### config.mk
export PLATFORM = sky130hd
export DESIGN_NAME = exmem_pipe_reg
export DESIGN_NICKNAME = d
export VERILOG_FILES = /design/src/rtl/exmem_pipe_reg.sv
export SDC_FILE = /design/constraint.sdc
export NUM_CORES = 1
export LEC_CHECK = 0
export CAP_MARGIN = 40
export CORE_MARGIN = 2
export CORE_UTILIZATION = 45
export DETAILED_ROUTE_END_ITERATION = 12
export PLACE_DENSITY = 0.86
export SKIP_LAST_GASP = 1
export SYNTH_ARGS = -nofsm -noshare
export SYNTH_HDL_FRONTEND = slang
export SYNTH_SLANG_ARGS = --single-unit
### constraint.sdc
create_clock -name clk -period 2.5 [get_ports clk]
set_input_delay 0.5 -clock clk [delete_from_list [all_inputs] [get_ports clk]]
set_output_delay 0.5 -clock clk [all_outputs]
set_load 0.05 [all_outputs]
### src/rtl/exmem_pipe_reg.sv
// EX/MEM pipeline register with valid/ready handshake, flush, and gating of control bits on bubbles.
// Define EXMEM_SKID_EN to add a second (skid) entry and a registered in_ready.
module exmem_pipe_reg #(
  parameter int DATA_W = 32,
  parameter int RD_W   = 5,
  parameter int CTRL_W = 4
) (
  input  logic              clk,
  input  logic              rst_n,
  input  logic              in_valid,
  output logic              in_ready,
  input  logic [DATA_W-1:0] in_aluresult,
  input  logic [RD_W-1:0]   in_rd,
  input  logic [CTRL_W-1:0] in_ctrl,
  input  logic [DATA_W-1:0] in_rtdata,
  input  logic              flush,
  output logic              out_valid,
  input  logic              out_ready,
  output logic [DATA_W-1:0] out_aluresult,
  output logic [RD_W-1:0]   out_rd,
  output logic [CTRL_W-1:0] out_ctrl,
  output logic [DATA_W-1:0] out_rtdata
);

  typedef struct packed {
    logic [DATA_W-1:0] alu;
    logic [RD_W-1:0]   rd;
    logic [CTRL_W-1:0] ctrl;
    logic [DATA_W-1:0] rt;
  } beat_t;

`ifdef EXMEM_SKID_EN
  typedef enum logic [1:0] {EMPTY = 2'd0, FULL = 2'd1, SKID = 2'd2} state_t;
`else
  typedef enum logic [1:0] {EMPTY = 2'd0, FULL = 2'd1} state_t;
`endif

  state_t r_state, w_nstate;
  beat_t  r_main, w_in_beat;
  logic   r_main_vld;
  logic   w_in_xfer, w_out_xfer;
  logic   w_ld_main_in, w_ld_main_skid, w_ld_skid;

  assign w_in_beat  = '{alu: in_aluresult, rd: in_rd, ctrl: in_ctrl, rt: in_rtdata};
  assign out_valid  = r_main_vld;
  assign w_in_xfer  = in_valid & in_ready;
  assign w_out_xfer = r_main_vld & out_ready;

`ifdef EXMEM_SKID_EN
  beat_t r_skid;
  logic  r_skid_vld;
  // Skid full is exactly the SKID state, so in_ready is a flop with no path from out_ready.
  assign in_ready = ~r_skid_vld;
`else
  assign in_ready = ~r_main_vld | out_ready;
`endif

  always_comb begin
    w_nstate       = r_state;
    w_ld_main_in   = 1'b0;
    w_ld_main_skid = 1'b0;
    w_ld_skid      = 1'b0;
    case (r_state)
      EMPTY: begin
        if (w_in_xfer) begin
          w_nstate     = FULL;
          w_ld_main_in = 1'b1;
        end
      end
      FULL: begin
        if (w_in_xfer && w_out_xfer) begin
          w_ld_main_in = 1'b1;
`ifdef EXMEM_SKID_EN
        end else if (w_in_xfer) begin
          w_nstate  = SKID;
          w_ld_skid = 1'b1;
`endif
        end else if (w_out_xfer) begin
          w_nstate = EMPTY;
        end
      end
`ifdef EXMEM_SKID_EN
      SKID: begin
        if (w_out_xfer) begin
          w_nstate       = FULL;
          w_ld_main_skid = 1'b1;
        end
      end
`endif
      default: w_nstate = EMPTY;
    endcase
    // Flush wins over everything, including a same-cycle input accept.
    if (flush) begin
      w_nstate       = EMPTY;
      w_ld_main_in   = 1'b0;
      w_ld_main_skid = 1'b0;
      w_ld_skid      = 1'b0;
    end
  end

  always_ff @(posedge clk or negedge rst_n) begin
    if (!rst_n) begin
      r_state    <= EMPTY;
      r_main_vld <= 1'b0;
      r_main     <= '0;
    end else begin
      r_state    <= w_nstate;
      r_main_vld <= (w_nstate != EMPTY);
      if (w_ld_main_in)
        r_main <= w_in_beat;
`ifdef EXMEM_SKID_EN
      else if (w_ld_main_skid)
        r_main <= r_skid;
`endif
    end
  end

`ifdef EXMEM_SKID_EN
  always_ff @(posedge clk or negedge rst_n) begin
    if (!rst_n) begin
      r_skid_vld <= 1'b0;
      r_skid     <= '0;
    end else begin
      r_skid_vld <= (w_nstate == SKID);
      if (w_ld_skid) r_skid <= w_in_beat;
    end
  end
`else
  logic w_unused;
  assign w_unused = w_ld_main_skid | w_ld_skid;
`endif

  assign out_aluresult = r_main.alu;
  assign out_rd        = r_main.rd;
  assign out_ctrl      = r_main.ctrl & {CTRL_W{r_main_vld}};
  assign out_rtdata    = r_main.rt;

endmodule

==> results of run 1 <==
## synth_stat cells
cell type | instances | area [µm²]
buf_4 | 76 | 571
dfrtp_1 | 76 | 1900
mux2_2 | 67 | 754
mux2_1 | 6 | 67.6
and2_1 | 5 | 31.3
nor2_1 | 4 | 15.0
a21oi_1 | 1 | 5.00
conb_1 | 1 | 3.75
nand2_1 | 1 | 3.75
nand2b_1 | 1 | 6.26
o211ai_4 | 1 | 21.3
o21ai_0 | 1 | 5.00
## flip-flops by register name, summed over array words and instances (netlist names)
register	flops
out_rtdata	32
r_main	4
r_state	2
out_valid	1
out_aluresult	32
out_rd	5
## stage by stage
| step | power, mW | std cells | area [µm²] |
|---|---|---|---|
| after floorplan | 3.30 | 240 | 3390 |
| after global placement | 3.63 | 417 | 4510 |
| after detailed placement | 3.68 | 418 | 4540 |
| after CTS | 4.46 | 432 | 4690 |
| after global routing | 4.60 | 432 | 4690 |
| final | 4.40 | 432 | 4690 |
## report_power, final
| part | leakage [nW] | internal [mW] | switching, mW |
|---|---|---|---|
| clock | 0.0848 | 0.372 | 0.392 |
| combinational | 0.981 | 0.764 | 1.22 |
| sequential | 0.907 | 1.51 | 0.136 |
## how the worst min path moves through the flow
stage                     depth (start not counted)  startpoint                end
after global routing                              1       rst_n  out_aluresult[31]
after detailed placement                          1       rst_n  out_aluresult[31]
after CTS                                         1       rst_n  out_aluresult[31]
after global placement                            1  r_main[35]         r_main[35]
final                                             1       rst_n  out_aluresult[31]
after floorplan                                   0       rst_n   out_aluresult[0]
## placed cells by master, fill, tap and decap left out, types with 3 or more instances in the layout
cell type        count
buf_12               3
mux2_1               6
clkinv_2             3
clkbuf_8            10
dfrtp_1             76
clkdlybuf4s50_1    150
and2_1               5
mux2_2              67
nor2_1               4
## routing by layer
layer / track usage [%] / vias to the layer above
met1: 18.3 / 974
met3: 5.93 / 9
met4: 6.41 / 0
met2: 25.9 / 85
met5: 0 / -
li1: - / 909
## kinds of logic after synthesis
kind of cell    count (synthesis)
compound gates                  3
mux                            73
flops                          76
other cells                     1
simple gates                   11
buf+inv                        76
## area by class of cell
cell class / instances / area share [%]
clock inverters: 3 / 0.320
repair buffers: 155 / 34.0
multi-input cells: 88 / 19.5
well taps: 99 / 2.64
clock buffers: 11 / 3.01
flip-flops and latches: 76 / 40.5
## critical path: stages, from the launching register on
cell and delay, ps:
dfrtp_1 470, and2_1 170, clkdlybuf4s50_1 820
==> impl_summary.txt, run 1 <==
----------------------------------------------------
[Final layout]
  Multi-input gate area ... 913 µm²
  Final #Nets ... 408
  Util after Layout ... 64.7%
  Fraction of final layout cells with drive strength greater than 1 ... 25.8%
  Diodes inserted ... 0
  Area of all sequential standard cells ... 1900 µm²
  Layout fillers ... 571
  Area growth from synthesis to final layout ... 38.6%

[Yosys]
  Total standard cell area after synthesis ... 3390 µm²
  Post-synthesis simple-gate area fraction ... 1.66%
  Synthesized-area fraction occupied by adder cells ... 0%
  Avg Inst Size Synth ... 14.1 µm²
  Synthesized instance count ... 240
  Multiplexer share of the synthesized area ... 24.3%
  Part of the Yosys area used for sequential elements ... 56.2%
  Largest family of logic cells by synthesized area ... multiplexers
  Syn. warnings ... 0
  Post-synthesis net count ... 318
  Number of different library cells in the post-synthesis netlist ... 12
  Flops & latches, synth ... 76
  Area share of xor/xnor cells in the synthesized design ... 0%
  Synthesized-area fraction occupied by ao, oa, aoi and oai cells ... 0.924%

[Global route]
  Maximum number of pins on one net before global-route repair ... 60
  Overall fraction of global-route tracks in use ... 15.7%
  Wire length of the first global-routing pass ... 10200 µm
  Antenna violations before repair ... 0
  Number of global-route vias before repair ... 2057
  Sum of overflow across all layers after global routing ... 0

[Detailed routing]
  Final antenna-violating net count ... 0
  Total met3 wirelength after detailed routing ... 544 µm
  Ratio of routed vias to standard cells ... 4.58
  Met1 Routed Length ... 2470 µm
  Number of vias in the routed layout ... 1977
  Uppermost metal layer occupied by signal nets ... met4
  Met2 wire length ... 3250 µm
  Average wire per standard cell ... 14.7 µm
  Number of violations reported at the end of detailed-routing iteration 0 ... 38
  First drt pass iteration count ... 4
  DRC violations left ... 0
  Routed wire length ... 6360 µm

[Timing]
  Minimum setup slack in the final design ... 222 ps
  Final Hold Vio Count ... 0
  Hold slack final ... 40.1 ps
  Highest attainable clock frequency ... 439 MHz
  Final Slew Violations ... 0
  Worst slew pin tran ... 525 ps
  Count of final setup violators ... 0
  Minimum clock period after layout ... 2280 ps
  Final clock period utilization by the worst path ... 91.1%
  RSZ-0062 raised after global routing ... no
  Worst-case clock skew ... 6.69 ps
  Setup tns final ... 0 ps
  Slew headroom ... 64.9%

[CTS]
  CTS tree ... done
  Number of buffers added by the clock tree synthesis step ... 9
  Number of buffers on the longest clock path ... 2
  # hold bufs at CTS ... 0
  Clock network latency to the later pin of the worst-skew pair ... 320 ps
  Total number of H-tree levels ... 3
  Sink count of the clock tree ... 76
  Number of gates resized after cts ... 0
  Clock Tree Root ... clkbuf_8
  Post-CTS setup repair buffer count ... 0
  Clock-pin slew on the worst setup and hold paths ... 70 ps

[Worst setup path]
  Worst R2R Start ... out_valid
  Critical Path Source ... out_valid
  Kind of end point of the critical path ... primary output
  Critical path type ... reg2out
  Arrival time at the worst endpoint ... 1780 ps
  Endpoint of the most critical register-to-register path ... out_rd[1]
  Number of cells on the worst reg-to-reg path ... 4
  R2R Setup Slk ... 780 ps
  Required time at the endpoint of the critical path ... 2000 ps
  Timing endpoint of the critical path ... out_ctrl[3]
  Critical path launch point type ... register
  Critical path peak fanout ... 9

[Floorplanning]
  Die Height ... 90.7 µm
  Boundary pin count ... 153
  Die outline area ... 8230 µm²
  Die X-Extent ... 90.7 µm
  Site row count ... 31
  Core footprint ... 7250 µm²
  Initial cell density of the core ... 46.7%

[Worst hold path]
  Worst hold path class ... in2async

[Placement]
  Placer Congestion ... 0.684
  Worst setup timing slack at the placement stage ... 298 ps
  Buffers added on ports ... 152
  Placed wire-length estimate ... 4850 µm

[Job]
  Number of maximum-capacitance violations ... 0

[Run status]
  Run status ... completed

[Pwr]
  Static leakage ... 1.97 nW
  Pwr dens ... 937 nW/µm²
  Worst ir drop on vdd ... 0.522 mV

----------------------------------------------------
No activity file was read; power rests on OpenSTA's default activity.
==> run 2, diff against run 1 <==
- CORE_UTILIZATION: 45 -> 42
- PLACE_DENSITY: 0.86 -> 0.81
- clock period: 2.5 -> 2.55 ns (I/O delays scaled with it)
==> impl_summary.txt, run 2 (synthesized netlist as in run 1, its figures left out) <==
----------------------------------------------------
[Timing]
  Worst slew pin tran ... 522 ps
  Final clock period utilization by the worst path ... 89.4%
  RSZ-0062 raised after global routing ... no
  Final Slew Violations ... 0
  Setup tns final ... 0 ps
  Minimum clock period after layout ... 2280 ps
  Minimum setup slack in the final design ... 272 ps
  Slew headroom ... 65.1%
  Final Hold Vio Count ... 0
  Worst-case clock skew ... 7.05 ps
  Count of final setup violators ... 0
  Highest attainable clock frequency ... 439 MHz

[Global route]
  Met3 Track Usage GR ... 4.90%
  Overall fraction of global-route tracks in use ... 14.6%
  Met2 track utilization from global routing ... 24.4%
  Sum of overflow across all layers after global routing ... 0
  Antenna violations before repair ... 0
  Number of global-route vias before repair ... 2062
  GR peak layer ... met2
  Maximum number of pins on one net before global-route repair ... 63
  Met1 capacity usage during global routing ... 17.6%
  Wire length of the first global-routing pass ... 10100 µm

[Worst setup path]
  Sum of buffers and inverters on the critical path ... 1
  Critical path's slowest cell ... clkdlybuf4s50_1
  R2R Setup Slk ... 880 ps
  Required time at the endpoint of the critical path ... 2040 ps
  Arrival time at the worst endpoint ... 1770 ps
  Critical path launch point type ... register
  Top cell family by delay on the critical path ... buffers and inverters
  Critical path type ... reg2out
  Kind of end point of the critical path ... primary output
  Slowest stage delay, CP ... 810 ps
  Critical path peak fanout ... 9
  Chain of cells forming the critical path ... and2_1, clkdlybuf4s50_1

[Detailed routing]
  First drt pass iteration count ... 4
  Routed wire length ... 6340 µm
  Final antenna-violating net count ... 0
  Number of vias in the routed layout ... 1993
  DRC violations left ... 0
  Average wire per standard cell ... 14.5 µm
  Ratio of routed vias to standard cells ... 4.56
  Number of violations reported at the end of detailed-routing iteration 0 ... 32

[Placement]
  Placed wire-length estimate ... 4730 µm
  Placer Congestion ... 0.662
  Buffers added on ports ... 152
  Worst setup timing slack at the placement stage ... 374 ps
  Cell area reported after detailed placement ... 4530 µm²

[Pwr]
  Overall power consumption ... 4.72 mW
  Worst ir drop on vdd ... 0.521 mV
  Static leakage ... 2.02 nW
  Pwr dens ... 985 nW/µm²

[Floorplanning]
  Site row count ... 32
  Boundary pin count ... 153
  Die X-Extent ... 93.8 µm
  Initial cell density of the core ... 43.6%
  Die outline area ... 8800 µm²
  Die Height ... 93.8 µm
  Core footprint ... 7770 µm²

[Final layout]
  Commonest non-fill, non-tap cells in the layout ... clkdlybuf4s50_1 (150), dfrtp_1 (76), mux2_2 (67)
  Commonest non-fill, non-tap cell in the layout ... clkdlybuf4s50_1
  Area growth from synthesis to final layout ... 41.6%
  Diodes inserted ... 0
  Fraction of final layout cells with drive strength greater than 1 ... 26.6%
  Util after Layout ... 61.7%
  Final #Nets ... 408
  Layout fillers ... 617
  Finished Cell Area ... 4800 µm²

[CTS]
  Clock-pin slew on the worst setup and hold paths ... 80 ps
  Clock Tree Root ... clkbuf_8
  CTS tree ... done
  Number of buffers added by the clock tree synthesis step ... 9
  Number of gates resized after cts ... 0
  Sink count of the clock tree ... 76
  Number of buffers on the longest clock path ... 2
  # hold bufs at CTS ... 0
  Post-CTS setup repair buffer count ... 0
  Total number of H-tree levels ... 3
  Clock network latency to the later pin of the worst-skew pair ... 330 ps

[Worst hold path]
  Worst hold path class ... in2async

[Job]
  Number of maximum-capacitance violations ... 0

[Run status]
  Run status ... completed

----------------------------------------------------
==> run 2: final cells by class <==
class                      instances  area, µm²  area share (%)
sequential                        76       1900            39.7
multi-input combinational         88        913            19.0
clock inverter                     3       90.1            1.88
clock buffer                      13        179            3.73
timing repair buffer             155       1580            33.0
tap                              102        128            2.66
==> run 2: final timing paths <==
check                      depth (start not counted)       endpoint        from
min reg2reg                                        1     r_main[35]  r_main[35]
max reg2reg                                        4  out_rtdata[4]   out_valid
min                                                1      out_rd[1]       rst_n
max in group asynchronous                          2     r_main[34]       rst_n
min in group clk                                   1     r_main[35]  r_main[35]
max                                                2    out_ctrl[2]   out_valid
==> run 2: metal layers <==
metal	vias up	routed length (µm)
met5	-	0
met4	0	75
met3	8	557
met2	90	3260
met1	984	2450
li1	911	-
==> run 2: stage by stage <==
step / hold slack, ps / instances
after detailed placement: 388 / 421
final: 34.8 / 437
after global routing: 21.5 / 437
after CTS: 15.3 / 437
after floorplan: 214 / 240
after global placement: 472 / 420
==> run 2: power by group <==
group          switching [mW]  internal [mW]  total [mW]
combinational            1.20          0.748        1.95
clock                   0.410          0.758        1.17
sequential              0.130           1.48        1.61
